### src/rtl/ifetch_prefetch_if.sv
// Signal bundle between the instruction prefetcher, the instruction memory port,
// the redirect source and the decode stage.
interface ifetch_prefetch_if;
    logic        ibus_req;
    logic [31:0] ibus_addr;
    logic [31:0] ibus_rdata;
    logic        ibus_bdone;
    logic        redirect_valid;
    logic [31:0] redirect_pc;
    logic        inst_valid;
    logic        inst_ready;
    logic [31:0] inst;
    logic [31:0] inst_pc;

    modport master (
        output ibus_req, ibus_addr, inst_valid, inst, inst_pc,
        input  ibus_rdata, ibus_bdone, redirect_valid, redirect_pc, inst_ready
    );

    modport slave (
        input  ibus_req, ibus_addr, inst_valid, inst, inst_pc,
        output ibus_rdata, ibus_bdone, redirect_valid, redirect_pc, inst_ready
    );
endinterface

### src/rtl/ifetch_prefetch.sv
// Instruction prefetcher: sequential word fetch into a small {pc, word} FIFO,
// flushed and restarted by redirects.
module ifetch_prefetch #(
    parameter logic [31:0] RESET_PC = 32'h0000_0000,
    parameter int          DEPTH    = 2
) (
    input  logic               clk,
    input  logic               rst,
    ifetch_prefetch_if.master  bus
);
    localparam int PTR_W = $clog2(DEPTH);
    localparam int CNT_W = $clog2(DEPTH + 1);
    localparam logic [CNT_W-1:0] FULL = CNT_W'(DEPTH);

    typedef enum logic {BOOT = 1'b0, RUN = 1'b1} state_t;

    state_t             r_state;
    state_t             w_state_next;
    logic [31:0]        r_fpc;
    logic [CNT_W-1:0]   r_count;
    logic [PTR_W-1:0]   r_wr_ptr;
    logic [PTR_W-1:0]   r_rd_ptr;
    logic [31:0]        r_pc_mem   [DEPTH];
    logic [31:0]        r_word_mem [DEPTH];

    logic               w_ibus_req;
    logic               w_push;
    logic               w_pop;
    logic               w_inst_valid;
    logic [31:0]        w_redirect_pc;

    always_ff @(posedge clk) begin
        if (rst) begin
            r_state <= BOOT;
        end else begin
            r_state <= w_state_next;
        end
    end

    always_comb begin
        w_state_next = r_state;
        w_ibus_req   = 1'b0;
        case (r_state)
            BOOT: w_state_next = RUN;
            RUN: begin
                w_state_next = RUN;
                w_ibus_req   = !bus.redirect_valid && (r_count < FULL);
            end
            default: w_state_next = BOOT;
        endcase
    end

    // Push/pop are qualified by redirect so a flush cycle drops both.
    assign w_push        = w_ibus_req && bus.ibus_bdone;
    assign w_inst_valid  = (r_count != '0);
    assign w_pop         = w_inst_valid && bus.inst_ready && !bus.redirect_valid;
    assign w_redirect_pc = bus.redirect_pc & 32'hFFFF_FFFC;

    assign bus.ibus_req   = w_ibus_req;
    assign bus.ibus_addr  = r_fpc;
    assign bus.inst_valid = w_inst_valid;
    assign bus.inst       = r_word_mem[r_rd_ptr];
    assign bus.inst_pc    = r_pc_mem[r_rd_ptr];

    always_ff @(posedge clk) begin
        if (rst) begin
            r_fpc    <= RESET_PC;
            r_count  <= '0;
            r_wr_ptr <= '0;
            r_rd_ptr <= '0;
        end else if (bus.redirect_valid) begin
            r_fpc    <= w_redirect_pc;
            r_count  <= '0;
            r_wr_ptr <= '0;
            r_rd_ptr <= '0;
        end else begin
            if (w_push) begin
                r_fpc    <= r_fpc + 32'd4;
                r_wr_ptr <= r_wr_ptr + PTR_W'(1);
            end
            if (w_pop) begin
                r_rd_ptr <= r_rd_ptr + PTR_W'(1);
            end
            case ({w_push, w_pop})
                2'b10:   r_count <= r_count + CNT_W'(1);
                2'b01:   r_count <= r_count - CNT_W'(1);
                default: r_count <= r_count;
            endcase
        end
    end

    // Per-entry storage; only the slot under the write pointer takes a push.
    genvar gi;
    generate
        for (gi = 0; gi < DEPTH; gi++) begin : g_entry
            always_ff @(posedge clk) begin
                if (w_push && (r_wr_ptr == PTR_W'(gi))) begin
                    r_pc_mem[gi]   <= r_fpc;
                    r_word_mem[gi] <= bus.ibus_rdata;
                end
            end
        end
    endgenerate
endmodule

### src/flat_wrapper.sv
// flat-port wrapper written by rule: the top's interface ports become plain ports
module ifetch_prefetch_flat 
#(
    parameter logic [31:0] RESET_PC = 32'h0000_0000,
    parameter int          DEPTH    = 2
)
  (clk, rst, bus_ibus_req, bus_ibus_addr, bus_inst_valid, bus_inst, bus_inst_pc, bus_ibus_rdata, bus_ibus_bdone, bus_redirect_valid, bus_redirect_pc, bus_inst_ready);
  ifetch_prefetch_if bus_i ();
  input  logic clk;
  input  logic rst;
  output wire logic [$bits(bus_i.ibus_req)-1:0] bus_ibus_req;
  output wire logic [$bits(bus_i.ibus_addr)-1:0] bus_ibus_addr;
  output wire logic [$bits(bus_i.inst_valid)-1:0] bus_inst_valid;
  output wire logic [$bits(bus_i.inst)-1:0] bus_inst;
  output wire logic [$bits(bus_i.inst_pc)-1:0] bus_inst_pc;
  input wire logic [$bits(bus_i.ibus_rdata)-1:0] bus_ibus_rdata;
  input wire logic [$bits(bus_i.ibus_bdone)-1:0] bus_ibus_bdone;
  input wire logic [$bits(bus_i.redirect_valid)-1:0] bus_redirect_valid;
  input wire logic [$bits(bus_i.redirect_pc)-1:0] bus_redirect_pc;
  input wire logic [$bits(bus_i.inst_ready)-1:0] bus_inst_ready;
  assign bus_ibus_req = bus_i.ibus_req;
  assign bus_ibus_addr = bus_i.ibus_addr;
  assign bus_inst_valid = bus_i.inst_valid;
  assign bus_inst = bus_i.inst;
  assign bus_inst_pc = bus_i.inst_pc;
  assign bus_i.ibus_rdata = bus_ibus_rdata;
  assign bus_i.ibus_bdone = bus_ibus_bdone;
  assign bus_i.redirect_valid = bus_redirect_valid;
  assign bus_i.redirect_pc = bus_redirect_pc;
  assign bus_i.inst_ready = bus_inst_ready;
  ifetch_prefetch #(.RESET_PC(RESET_PC), .DEPTH(DEPTH)) u_core (.clk(clk), .rst(rst), .bus(bus_i));
endmodule
### config.mk
export PLATFORM = sky130hd
export DESIGN_NAME = ifetch_prefetch_flat
export DESIGN_NICKNAME = d
export VERILOG_FILES = /design/src/rtl/ifetch_prefetch_if.sv /design/src/rtl/ifetch_prefetch.sv /design/src/flat_wrapper.sv
export SDC_FILE = /design/constraint.sdc
export NUM_CORES = 1
export LEC_CHECK = 0
export BUFFER_PORTS_ARGS = -buffer_cell sky130_fd_sc_hd__buf_2
export CORE_UTILIZATION = 48
export DETAILED_ROUTE_END_ITERATION = 7
export PLACE_DENSITY = 0.79
export SKIP_CTS_REPAIR_TIMING = 1
export SLEW_MARGIN = 20
export SYNTH_ARGS = -nofsm -noshare
export SYNTH_HDL_FRONTEND = slang
export SYNTH_SLANG_ARGS = --single-unit
### constraint.sdc
create_clock -name clk -period 3.7 [get_ports clk]
set_input_delay 0 -clock clk [delete_from_list [all_inputs] [get_ports clk]]
set_output_delay 0 -clock clk [all_outputs]
set_load 0.05 [all_outputs]
# Word-level counts from Yosys, hierarchy flattened
# Memories as Yosys holds them, arrays and structs flattened. A register that Yosys moved wholly into a read port is not among the register bits.
# Index checks and enable logic that the tools add are counted.
dict set report word_totals {
  register_bits 37
  ram_bits 128
  output_inout_bits 98
  word_cells 49
  n_memories 2
}
# name words word_bits read_ports rd_ports_with_merged_regs wr line_no
set mem_list {}
lappend mem_list {u_core.r_pc_mem 2 32 1 1 1 ifetch_prefetch.sv:23} ;# logic [31:0] r_pc_mem [DEPTH];
lappend mem_list {u_core.r_word_mem 2 32 1 1 1 ifetch_prefetch.sv:24} ;# logic [31:0] r_word_mem [DEPTH];
dict set report classes {
  n_addsub 5
  magnitude_cmp 1
  eq_ne 2
  muxes 19
  n_bitwise 1
  n_reduce_logical 13
}
# op n
set op_table {}
lappend op_table {{32-bit two-way mux} 4}
lappend op_table {{32-bit OR reduction} 2}
lappend op_table {{32-bit by 3-bit adder with 32-bit output (second input constant)} 1}
lappend op_table {{1-bit two-way mux} 14}
lappend op_table {{1-bit logical AND} 6}
lappend op_table {{2-bit nonzero test} 3}
lappend op_table {{2-bit one-hot mux with 2 select lines} 1}
lappend op_table {{1-bit adder (second input constant)} 2}
lappend op_table {{2-bit by 1-bit adder with 2-bit output (second input constant)} 1}
lappend op_table {{2-bit by 1-bit == test with 1-bit output (second input constant)} 1}
lappend op_table {{2-bit == test (second input constant)} 1}
lappend op_table {{2-bit less-than comparator (second input constant)} 1}
lappend op_table {{2-bit OR reduction} 1}
lappend op_table {{2-bit by 1-bit subtractor with 2-bit output (second input constant)} 1}
lappend op_table {{1-bit zero test} 1}
lappend op_table {{1-bit inverter} 1}

# Depth between registers and ports, before layout
dict set report depth {
  ltp_word 9
  mapped_depth 8
  mapped_depth_nobuf 7
}

# Worst setup path after synthesis
# OpenSTA, ideal clock, no wires.
dict set report synth_path {
  path_type {register -> register}
  startpoint {reg u_core.r_count[1]}
  endpoint {mem u_core.r_pc_mem[0][10], enable pin}
  setup_time_ps 482
  t_arrival_ps 3579
  t_required_ps 3218
  setup_slack_ps -361
  path_stages_with_launch 5
  period_less_slack_ps 4061
  path_cell_list {dfxtp_1 -> and3b_1 -> clkbuf_1 -> nand2_1 -> nor2_1}
}
dict set report synth_via {
  elab_chain_len 9
  elab_cells_between_ends 13
}
# item line_no
set synth_rtl {}
lappend synth_rtl {{start: declaration} ifetch_prefetch.sv:20} ;# logic [CNT_W-1:0] r_count;
lappend synth_rtl {{start signal: assignment} ifetch_prefetch.sv:85} ;# 2'b10: r_count <= r_count + CNT_W'(1);
lappend synth_rtl {{start signal: assignment} ifetch_prefetch.sv:86} ;# 2'b01: r_count <= r_count - CNT_W'(1);
lappend synth_rtl {{start signal: assignment} ifetch_prefetch.sv:87} ;# default: r_count <= r_count;
lappend synth_rtl {{2-bit less-than comparator (*)} ifetch_prefetch.sv:47} ;# w_ibus_req = !bus.redirect_valid && (r_count < FULL);
lappend synth_rtl {{1-bit logical AND (*)} ifetch_prefetch.sv:47}
lappend synth_rtl {{1-bit two-way mux (*)} ifetch_prefetch.sv:43} ;# case (r_state)
lappend synth_rtl {{1-bit logical AND (*)} ifetch_prefetch.sv:54} ;# assign w_push = w_ibus_req && bus.ibus_bdone;
lappend synth_rtl {{1-bit logical AND} ifetch_prefetch.sv:97} ;# if (w_push && (r_wr_ptr == PTR_W'(gi))) begin
lappend synth_rtl {{1-bit two-way mux} ifetch_prefetch.sv:97}
lappend synth_rtl {{1-bit two-way mux (implied by the code)} ifetch_prefetch.sv:98} ;# r_pc_mem[gi] <= r_fpc;
lappend synth_rtl {{32-bit OR reduction (no source line)} -}
lappend synth_rtl {{1-bit two-way mux (no source line)} -}
lappend synth_rtl {{end: declaration} ifetch_prefetch.sv:23}
# Every way passes the cells marked *; elsewhere a longest branch is shown, timed or not.

# Worst setup path after layout
dict set report layout_path {
  startpoint {reg u_core.r_fpc[2], in the netlist u_core.bus.ibus_addr[2]}
  endpoint {reg u_core.r_fpc[28], in the netlist u_core.bus.ibus_addr[28]}
}
dict set report layout_via {
  elab_chain_len 3
}
# item line_no
set layout_rtl {}
lappend layout_rtl {{start: declaration} ifetch_prefetch.sv:19} ;# logic [31:0] r_fpc;
lappend layout_rtl {{start signal: assignment} ifetch_prefetch.sv:72} ;# r_fpc <= w_redirect_pc;
lappend layout_rtl {{start signal: assignment} ifetch_prefetch.sv:78} ;# r_fpc <= r_fpc + 32'd4;
lappend layout_rtl {{32-bit by 3-bit adder with 32-bit output} ifetch_prefetch.sv:78}
lappend layout_rtl {{32-bit two-way mux} ifetch_prefetch.sv:77} ;# if (w_push) begin
lappend layout_rtl {{32-bit two-way mux} ifetch_prefetch.sv:71} ;# end else if (bus.redirect_valid) begin
# Every way passes these cells. The select of a mux whose other input is x is not followed.
# A chain may end at the register's enable or synchronous reset.

==> flow_metrics.tcl <==
set metrics [dict create \
    synth_top_area_share_pct 56.4 \
    synth_top_area_cell "edfxtp_1" \
    rows 42 \
    via_per_inst 5.49 \
    netlist_area_um2 6610 \
    post-route-util_pct 65.7 \
    clk_path_buf_depth 2 \
    cp_data_required_time_ps 3990 \
    clk_pin_slew_ps 60 \
    grt_pass1_wl_um 23100 \
    finClkSkew_ps 13.6 \
    core_um2 13300 \
    ys_ff_latch 160 \
    layout_commonest_cell "buf_2" \
    crit_type "reg2reg" \
    avgSynthCellArea_um2 14.2 \
    overflow 0 \
    first_global_vias 4527 \
    cp_max_fo 9 \
    cp_data_arrival_time_ps 2850 \
    irDropWorstVdd_mv 0.304 \
    gp_congestion 0.826 \
    drive_gt1_share_pct 38.4 \
    initial_core_util_pct 49.5 \
    maxSlewHeadroom_pct 31.4 \
    root_buffer "clkbuf_16" \
    fmax_mhz 391 \
    multiInputGateArea_um2 2020 \
    layout_common_cells "160 x buf_2, 124 x edfxtp_1, 62 x mux2_2" \
    ios 167 \
    vias 4781 \
    worst_hold_path_type "in2reg" \
    totalWireLength_um 15600 \
    clkSinkCount 160 \
    synthFlopType "edfxtp_1" \
    power_density_nw_per_um2 483 \
    antenna_cells 0 \
    ys_types 51 \
    critPathSlowestCell "or4_1" \
    worstPathCellList "ha_1 > nand4_1 > or4_1 > o311a_1 > a221o_1" \
    tightest_slew_ps 1030 \
    drv_slew 0 \
    synth_edf_count 124 \
    synth.area.top_cells "edfxtp_1 56%, dfxtp_1 11%, mux2_2 11%, nor2_1 1.4%, nand4_1 1.3%" \
    clk-insertion-delay-late_ps 420 \
    die_area_um2 14200 \
    die_w_um 119 \
    routed_wire_length_per_instance_um 17.9 \
    p_leak_nw 3.29 \
    synth-adder-area-share_pct 0.379 \
    ys_seq_area_share_pct 67.3 \
    worst_setup_path_start_kind "register" \
    fin_nets 753 \
    io_buffer_count 160 \
    ys_warn_count 0 \
    end_kind "register" \
    cts_buffers 17 \
    period_share_pct 69.1 \
    setup_tns_ps 0 \
    synth_simple_gate_area_share_pct 10.9 \
    synthToLayoutAreaGrowth_pct 32.8 \
    syn_inst 465 \
    chipHeight_um 119 \
    outcome "completed" \
    antenna_found_initial 0 \
    ant_nets 0 \
    final-seq-area_um2 4450 \
    dp_hpwl_um 9590 \
    first_pass_iters 5 \
    async_reset_ff_share_pct 0 \
    htree_levels 4 \
    synth-compound-area-share_pct 6.63 \
    grt_max_degree 63 \
    hold_viol 0 \
    cp_slowest_stage_delay_ps 720 \
    grtUsageTotal_pct 21.4 \
    synth_top_family_by_area "simple AND/OR/NAND/NOR gates" \
    setup_viol 0 \
    cts_tree "done" \
    synth.area.mux_share_pct 10.6 \
    drt_iter0_markers 593 \
    drcViolationCount 0 \
    rsz0062_at_grt "false" \
    min_period_ps 2560 \
    synth_xor_area_share_pct 1.59 \
    cap_violations 0 \
    nFillCells 981 \
]
## logic make-up after synthesis
kind of cell / count (synthesis)
other cells: 1
simple gates: 128
compound gates: 59
buf+inv: 41
flops: 160
mux: 62
xor+xnor: 12
fa+ha+maj: 2
## report_power, final
group          leakage (nW)  internal [mW]  switching, mW
Combinational          1.55          0.144          0.280
Clock                 0.294           1.11          0.658
Sequential             1.45           1.99         0.0567
Total                  3.29           3.24          0.995
## Yosys cell counts, drive strengths merged, types with 5 or more instances
cell    count
edfxtp    124
mux2       62
dfxtp      36
nor2       24
clkbuf     20
nand2      17
nand4      16
inv        13
nand3      12
nor3       12
xnor2       9
a211oi      8
buf         8
nor4        8
o21ai       8
a311oi      7
a31oi       7
and3        7
or4         7
and2        6
o31ai       5
## routing by layer
layer	GRT usage (%)	routed length (um)	vias up
li1	-	-	2241
met1	27.2	6510	2294
met2	34.5	7800	217
met3	5.89	966	29
met4	8.75	306	0
met5	0	0	-
## cell type report
type | instances | area share [%]
Tap cell | 176 | 2.51
Clock inverter | 11 | 1.56
Multi-Input combinational cell | 267 | 23.0
Sequential cell | 160 | 50.7
Clock buffer | 21 | 5.36
Timing Repair Buffer | 223 | 16.3
Inverter | 13 | 0.556
## state kept, by name, summed over array words and instances, names as in the netlist, named ones only
signal	flops
u_core.bus.ibus_addr	30
u_core.r_count	2
u_core.r_pc_mem	60
u_core.r_rd_ptr	1
u_core.r_state	1
u_core.r_word_mem	64
u_core.r_wr_ptr	1
## stage by stage
step	hold WS, ps	std cells	instance area [um^2]	worst slack (ps)	total power, mW
6_report	11.7	871	8770	1140	4.23
5_1_grt	8.14	871	8770	1070	4.36
4_1_cts	-245	813	8180	1020	4.21
3_5_place_dp	191	781	7580	1140	2.45
3_3_place_gp	189	781	7580	1270	2.44
2_1_floorplan	98.9	468	6620	668	2.34
## final timing paths
path | cells past startpoint | startpoint | endpoint | slack [ps]
hold reg to reg | 2 | u_core.r_rd_ptr | register | 520
setup / recovery | 5 | u_core.bus.ibus_addr[2] | u_core.bus.ibus_addr[28] | 1140
setup reg to reg | 5 | u_core.bus.ibus_addr[2] | u_core.bus.ibus_addr[28] | 1140
hold / removal | 4 | bus_redirect_pc[20] | u_core.bus.ibus_addr[20] | 10
## critical path: cells and delay by family (launching register included)
kind            cells  cell delay (ps)
simple gates        2             1000
compound gates      2              660
flops               1              510
fa+ha+maj           1              260
Power figures use the tool's default switching activity.
